File: config.mk
export PLATFORM = sky130hd
export DESIGN_NAME = seq_shift_add_mult
export DESIGN_NICKNAME = d
export VERILOG_FILES = /design/src/rtl/seq_shift_add_mult.sv
export SDC_FILE = /design/constraint.sdc
export NUM_CORES = 1
export LEC_CHECK = 0
export ABC_AREA = 1
export CAP_MARGIN = 30
export CORE_ASPECT_RATIO = 0.6
export CORE_MARGIN = 2
export CORE_UTILIZATION = 47
export CTS_CLUSTER_SIZE = 14
export DETAILED_ROUTE_END_ITERATION = 8
export PLACE_DENSITY_LB_ADDON = 0.3
export REMOVE_ABC_BUFFERS = 1
export SLEW_MARGIN = 20
export SYNTH_ARGS = -nofsm -noshare
export SYNTH_HDL_FRONTEND = slang
export SYNTH_SLANG_ARGS = --single-unit
File: constraint.sdc
create_clock -name clk -period 13.4 [get_ports clk]
set_input_delay 2.68 -clock clk [delete_from_list [all_inputs] [get_ports clk]]
set_output_delay 2.68 -clock clk [all_outputs]
set_load 0.02 [all_outputs]
File: src/rtl/seq_shift_add_mult.sv
// Radix-2 sequential shift-and-add multiplier built on a ripple chain of full_adder cells.
// Optional two's complement operation is enabled with the SEQ_MULT_SIGNED_EN macro.

module full_adder (
  input  logic a,
  input  logic b,
  input  logic cin,
  output logic s,
  output logic cout
);
  assign s    = a ^ b ^ cin;
  assign cout = (a & b) | (cin & (a ^ b));
endmodule

module seq_shift_add_mult #(
  parameter int WIDTH = 32
) (
  input  logic               clk,
  input  logic               rst,
  input  logic               start,
  input  logic [WIDTH-1:0]   in1,
  input  logic [WIDTH-1:0]   in2,
  output logic               busy,
  output logic               done,
  output logic [2*WIDTH-1:0] product
);
  localparam int CW = $clog2(WIDTH);
  localparam logic [CW-1:0] CNT_MAX = CW'(WIDTH - 1);
  localparam logic [CW-1:0] CNT_ONE = CW'(1);

  typedef enum logic [1:0] {
    IDLE = 2'd0,
    CALC = 2'd1,
    FIN  = 2'd2
  } state_t;

  state_t             state_r;
  state_t             state_next_s;
  logic               accept_s;
  logic               last_s;
  logic [WIDTH-1:0]   acc_hi_r;
  logic [WIDTH-1:0]   mcand_r;
  logic [WIDTH-1:0]   mplier_r;
  logic [CW-1:0]      count_r;
  logic [WIDTH-1:0]   addend_s;
  logic [WIDTH-1:0]   sum_s;
  logic [WIDTH:0]     carry_s;
  logic [WIDTH-1:0]   op1_s;
  logic [WIDTH-1:0]   op2_s;
  logic [2*WIDTH-1:0] result_s;
  logic [2*WIDTH-1:0] final_s;
  logic               busy_r;
  logic               done_r;
  logic [2*WIDTH-1:0] product_r;

  // Partial-product adder: ripple chain of full_adder cells
  assign carry_s[0] = 1'b0;
  for (genvar i = 0; i < WIDTH; i++) begin : g_chain
    full_adder u_fa (
      .a    (acc_hi_r[i]),
      .b    (addend_s[i]),
      .cin  (carry_s[i]),
      .s    (sum_s[i]),
      .cout (carry_s[i+1])
    );
  end

  // Multiplicand gated by the current multiplier LSB
  always_comb begin
    addend_s = {WIDTH{1'b0}};
    if (mplier_r[0]) begin
      addend_s = mcand_r;
    end else begin
      addend_s = {WIDTH{1'b0}};
    end
  end

  // Post-step value of the {c, s, mplier} shift register; the MSB carry is kept
  assign result_s = {carry_s[WIDTH], sum_s, mplier_r[WIDTH-1:1]};

`ifdef SEQ_MULT_SIGNED_EN
  logic neg_r;
  logic neg_s;

  // Operands are latched as magnitudes; -2^(WIDTH-1) maps to 2^(WIDTH-1) unsigned
  always_comb begin
    op1_s = in1;
    op2_s = in2;
    if (in1[WIDTH-1]) begin
      op1_s = {WIDTH{1'b0}} - in1;
    end else begin
      op1_s = in1;
    end
    if (in2[WIDTH-1]) begin
      op2_s = {WIDTH{1'b0}} - in2;
    end else begin
      op2_s = in2;
    end
  end

  assign neg_s = in1[WIDTH-1] ^ in2[WIDTH-1];

  // Sign register captured with the operands
  always_ff @(posedge clk) begin
    if (rst) begin
      neg_r <= 1'b0;
    end else if (accept_s) begin
      neg_r <= neg_s;
    end else begin
      neg_r <= neg_r;
    end
  end

  // Negating zero yields zero, so a signed zero result is always written as 0
  always_comb begin
    final_s = result_s;
    if (neg_r) begin
      final_s = {(2*WIDTH){1'b0}} - result_s;
    end else begin
      final_s = result_s;
    end
  end
`else
  assign op1_s   = in1;
  assign op2_s   = in2;
  assign final_s = result_s;
`endif

  // State register
  always_ff @(posedge clk) begin
    if (rst) begin
      state_r <= IDLE;
    end else begin
      state_r <= state_next_s;
    end
  end

  // Next-state logic; FIN accepts a new start exactly like IDLE
  always_comb begin
    state_next_s = state_r;
    accept_s     = 1'b0;
    last_s       = 1'b0;
    case (state_r)
      IDLE, FIN: begin
        if (start) begin
          state_next_s = CALC;
          accept_s     = 1'b1;
        end else begin
          state_next_s = IDLE;
        end
      end
      CALC: begin
        if (count_r == {CW{1'b0}}) begin
          state_next_s = FIN;
          last_s       = 1'b1;
        end else begin
          state_next_s = CALC;
        end
      end
      default: begin
        state_next_s = IDLE;
      end
    endcase
  end

  // Datapath registers and registered handshake outputs
  always_ff @(posedge clk) begin
    if (rst) begin
      acc_hi_r  <= {WIDTH{1'b0}};
      mcand_r   <= {WIDTH{1'b0}};
      mplier_r  <= {WIDTH{1'b0}};
      count_r   <= {CW{1'b0}};
      product_r <= {(2*WIDTH){1'b0}};
      busy_r    <= 1'b0;
      done_r    <= 1'b0;
    end else begin
      if (accept_s) begin
        mcand_r  <= op1_s;
        mplier_r <= op2_s;
        acc_hi_r <= {WIDTH{1'b0}};
        count_r  <= CNT_MAX;
      end else if (state_r == CALC) begin
        acc_hi_r <= {carry_s[WIDTH], sum_s[WIDTH-1:1]};
        mplier_r <= {sum_s[0], mplier_r[WIDTH-1:1]};
        if (last_s) begin
          count_r <= count_r;
        end else begin
          count_r <= count_r - CNT_ONE;
        end
      end else begin
        acc_hi_r <= acc_hi_r;
        mplier_r <= mplier_r;
        count_r  <= count_r;
      end
      if (last_s) begin
        product_r <= final_s;
      end else begin
        product_r <= product_r;
      end
      busy_r <= (state_next_s == CALC);
      done_r <= (state_next_s == FIN);
    end
  end

  assign busy    = busy_r;
  assign done    = done_r;
  assign product = product_r;

endmodule

# After elaboration in Yosys (flattened, before gate mapping)
# Cells that the tools add are included.
[classes] bitwise_logic=157 eq_ne=5 reduce_logical=6 muxes=13 addsub=1
[op_table] op="32-bit two-way mux" count=3
[op_table] op="1-bit bitwise AND" count=63
[op_table] op="1-bit XOR" count=63
[op_table] op="1-bit OR" count=31
[op_table] op="5-bit two-way mux" count=3
[op_table] op="5-bit logical NOT" count=1
[op_table] op="1-bit two-way mux" count=5
[op_table] op="5-bit by 1-bit subtractor with 5-bit output, second input constant" count=1
[op_table] op="2-bit by 1-bit == test with 1-bit output, second input constant" count=2
[op_table] op="2-bit == test, second input constant" count=2
[op_table] op="2-bit one-hot mux with 2 select lines" count=1
[op_table] op="2-bit OR reduction" count=2
[op_table] op="2-bit logical NOT" count=1
[op_table] op="2-bit two-way mux" count=1
[op_table] op="2-bit != test, second input constant" count=1
[op_table] op="2-bit AND reduction" count=1
[op_table] op="2-bit nonzero test" count=1
[totals] output_inout_bits=66 ff_bits=169 inputBits=67 word_cells=190

# Longest topological paths before layout
[depth] word_depth=64 depth_mapped=44 mapped_depth_nobuf=42

# Modules after synthesis
# From an unflattened synthesis, not the netlist that was laid out.
[unflattened] cells_unflattened=894 area_unflattened_um2=7021.7
[by_module_without_submodules] mod="seq_shift_add_mult" area_each_um2=6381.1 n_inst=1 cells_per_inst=862
[by_module_without_submodules] mod="full_adder" area_each_um2=20.0 n_inst=32 cells_per_inst=1

# Least setup slack after synthesis
# OpenSTA, ideal clock, no wires.
[synth_timing] path_type="register to register" from="register mplier_r[0]" to="register product_r[62], in the netlist product[62]" arrival_time_ns=13.520 setup_ns=0.064 setup_slack_ns=-0.184 path_stages_with_launch=45 path_cell_list="dfxtp_1 > clkbuf_1 > clkbuf_1 > nand2_1 > inv_1 > ha_1 > inv_1 > fa_1 > fa_1 > inv_1 > fa_1 > fa_1 > fa_1 > fa_1 > fa_1 > fa_1 > inv_1 > fa_1 > [... 9 more ...] > fa_1 > fa_1 > fa_1 > fa_1 > fa_1 > fa_1 > fa_1 > fa_1 > fa_1 > fa_1 > fa_1 > fa_1 > fa_1 > inv_1 > fa_1 > nand2_1 > nand2_1 > nor2_1"
[synth_via] elab_chain_len=63 word_cells_on_any_way=124 classes_between="1 x mux; 123 x bitwise"
[synth_rtl] item="start: declaration" line="43" text="logic [WIDTH-1:0] mplier_r;"
[synth_rtl] item="start signal: assignment" line="171" text="mplier_r <= {WIDTH{1'b0}};"
[synth_rtl] item="start signal: assignment" line="179" text="mplier_r <= op2_s;"
[synth_rtl] item="start signal: assignment" line="184" text="mplier_r <= {sum_s[0], mplier_r[WIDTH-1:1]};"
[synth_rtl] item="32-bit two-way mux (*)" line="71" text="if (mplier_r[0]) begin"
[synth_rtl] item="1-bit bitwise AND or 1-bit XOR (tied branches)" line="12" text="assign cout = (a & b) | (cin & (a ^ b));"
[synth_rtl] item="1-bit bitwise AND" line="12"
[synth_rtl] item="1-bit OR" line="12"
[synth_rtl] item="1-bit bitwise AND" line="12"
[synth_rtl] item="1-bit OR" line="12"
[synth_rtl] item="1-bit bitwise AND" line="12"
[synth_rtl] item="1-bit OR" line="12"
[synth_rtl] item="[... 47 more ...]"
[synth_rtl] item="1-bit OR" line="12"
[synth_rtl] item="1-bit bitwise AND" line="12"
[synth_rtl] item="1-bit OR" line="12"
[synth_rtl] item="1-bit bitwise AND" line="12"
[synth_rtl] item="1-bit OR" line="12"
[synth_rtl] item="1-bit bitwise AND" line="12"
[synth_rtl] item="1-bit OR" line="12"
[synth_rtl] item="1-bit XOR (*)" line="11" text="assign s = a ^ b ^ cin;"
[synth_rtl] item="end signal: assignment" line="173" text="product_r <= {(2*WIDTH){1'b0}};"
[synth_rtl] item="end signal: assignment" line="196" text="product_r <= final_s;"
[synth_rtl] item="end signal: assignment" line="198" text="product_r <= product_r;"
[synth_rtl] item="end: declaration" line="54" text="logic [2*WIDTH-1:0] product_r;"
# Mark *: on every way between the ends. The rest lies on a longest branch, timed or not.
# A chain may end at the register's enable or synchronous reset.

# Final worst setup path
[layout_timing] from="register mcand_r[0]" to="register product_r[62], in the netlist product[62]"
[layout_via] elab_chain_len=63
[layout_rtl] item="start: declaration" line="42" text="logic [WIDTH-1:0] mcand_r;"
[layout_rtl] item="start signal: assignment" line="170" text="mcand_r <= {WIDTH{1'b0}};"
[layout_rtl] item="start signal: assignment" line="178" text="mcand_r <= op1_s;"
[layout_rtl] item="32-bit two-way mux" line="71"
[layout_rtl] item="1-bit bitwise AND (2 in a row)" line="12"
[layout_rtl] item="1-bit OR" line="12"
[layout_rtl] item="1-bit bitwise AND" line="12"
[layout_rtl] item="1-bit OR" line="12"
[layout_rtl] item="1-bit bitwise AND" line="12"
[layout_rtl] item="1-bit OR" line="12"
[layout_rtl] item="1-bit bitwise AND" line="12"
[layout_rtl] item="[... 46 more ...]"
[layout_rtl] item="1-bit OR" line="12"
[layout_rtl] item="1-bit bitwise AND" line="12"
[layout_rtl] item="1-bit OR" line="12"
[layout_rtl] item="1-bit bitwise AND" line="12"
[layout_rtl] item="1-bit OR" line="12"
[layout_rtl] item="1-bit bitwise AND" line="12"
[layout_rtl] item="1-bit OR" line="12"
[layout_rtl] item="1-bit XOR" line="11"
# No other way between the ends.

==> results.ini <==
[synth]
synth_cell_types = 23
ys.warnings.count = 0
yosysTopAreaCell = dfxtp_1
synth-seq-area-share = 0.486
syn_area_um2 = 6970
yosysTopAreaCellShare = 0.486
synthCells = 883
synth_common_cells = nor2_1, dfxtp_1, o21ai_0
synth.most_common_cell = nor2_1
synthFlopType = dfxtp_1
synth-async-reset-ratio = 0
syn_avg_cell_area_um2 = 7.89
synth_edf_count = 0
ys_ff_latch = 169
synthTopCellsByArea = dfxtp_1, o21ai_0, nor2_1, fa_1, nand2_1

[status]
outcome = finished clean

[power_and_ir_drop]
total_power_uw = 1240
peakVddDrop_mv = 0.0629
powerDensity_nw_per_um2 = 137
power.leakage_uw = 0.00365

[finish]
n_antenna_cell = 0
syn_to_final_growth_pct = 30.2
layout-drive-gt1-share = 0.0702
fin_nets = 1085
fin_area_um2 = 9070

[die]
std_cell_rows = 34
dieArea_um2 = 15800
die_w_um = 161
ioPinCount = 133
core_area_um2 = 14500
initial_core_util = 0.480
die-height_um = 98.3

[grt]
grtUsageTotal = 0.222
grt_antenna_before_repair = 0
grt_pass1_vias = 5624
globalRouteOverflowTotal = 0
grt_pass1_wl_um = 28300
grt_max_degree = 118

[worst_setup_path]
path_class = flop to flop
required_ps = 13750
crit_top_cell = fa_2
worst-path-max-fanout = 2
reg2reg_slack_ps = 690
slowest_stage = fa_1
crit_path_end_kind = flop
slowest_delay_ps = 440
worstPathArrival_ps = 13060
critical_path.top_delay_family = adder cells
path_buf_inv = 6
start_kind = flop

[placement]
place_ws_ps = -434
dp_hpwl_um = 10300
placed_area_um2 = 8350
io_buffers = 132
gp_congestion = 0.778

[min_path]
hold_path_class = flop to flop

[job]
cap_violations = 0

[route]
post-route-drc-count = 0
drt_iter0_drc = 336
detail-route-antenna-nets = 0
vias_per_cell = 4.98
wire_per_inst_um = 14.1
routed_wl_um = 16900
first_pass_iters = 5
vias = 5955

[sta]
slew_headroom = 0.405
fin_crit_sh = 0.948
hold_viol = 0
fmax_ghz = 0.0787
slew_violations = 0
clock-skew-final_ps = 11.9
worst_pin_slew_ps = 890
fin_ws_ps = 693
setup_viol = 0
fin_crit_ps = 12710
rsz0062_at_grt = no

[clock_network]
cts-htree-levels = 4
tritoncts = done
cts_sinks = 169
post-cts-setup-buffer-count = 0
cts_root_buf = clkbuf_16
ctsLongestPathBuffers = 2
cts_made_buffers = 17
path_clk_slew_ps = 60
clock_latency_ps = 420

through the flow:
step / util / std cells / hold WS [ps] / TNS, ps
final: 0.625 / 1195 / 464 / 0
after global routing: 0.625 / 1195 / 495 / 0
after CTS: 0.619 / 1192 / 465 / 0
after detailed placement: 0.575 / 1161 / 456 / -1070
after global placement: 0.574 / 1160 / 452 / -471
after floorplan: - / 824 / 433 / -399
state kept, by name, summed over array words and instances, names as in the netlist:
signal and count:
busy 1, product 64, acc_hi_r 32, done 1
mcand_r 32, count_r 5, state_r 2, mplier_r 32
worst paths after layout:
path / startpoint / endpoint / cells after the start
max: mcand_r[0] / product[62] / 42
min: count_r[4] / count_r[4] / 2
max reg2reg: mcand_r[0] / product[62] / 42
min reg2reg: count_r[4] / count_r[4] / 2
timing repair:
| action | in CTS | in global routing |
|---|---|---|
| setup endpoints to repair | 6 | 6 |
| resized for setup | 9 | 11 |
| hold buffers | 0 | 0 |
layer usage:
metal | global-route usage | share of wire | vias up
li1 | - | - | 3015
met1 | 0.331 | 0.51 | 2763
met2 | 0.332 | 0.43 | 166
met3 | 0.0480 | 0.055 | 11
met4 | 0.0495 | 0.0098 | 0
met5 | 0 | 0 | -
area by class of cell:
cell class,count,area [µm²]
fillers,1274,5440
clock buffers,19,443
inverters,65,245
repair buffers,142,1450
well taps,198,248
flip-flops and latches,169,3380
multi-input cells,590,3130
clock inverters,12,164
cell families (layout without fill, tap and decap cells):
kind of cell	Yosys count	after routing	share of synthesized area
compound gates	213	213	0.154
fa+ha+maj	33	33	0.0927
buf+inv	124	238	0.0733
flops	169	169	0.486
simple gates	344	344	0.195
tightest hold or removal path, cell delays in order, from the launching register on:
cell     delay, ps
dfxtp_1        310
nand2_1         60
a21oi_1         50
cells in the final DEF (no fill, tap or decap), drive strengths merged, types with 4 or more instances in the layout:
cell type	n
nor3	14
o21ai	145
nand3	18
fa	31
buf	10
a21oi	66
nor2	177
clkdlybuf4s50	132
nand2	133
inv	68
clkbuf	19
dfxtp	169
clkinvlp	4
power breakdown:
group | leakage, µW | total (µW) | internal (µW) | switching, µW
combinational | 0.00198 | 175 | 70.9 | 104
clock | 0.000283 | 506 | 300 | 206
sequential | 0.00138 | 558 | 537 | 21.0
total | 0.00365 | 1240 | 908 | 331
No activity file was read; power rests on OpenSTA's default activity.
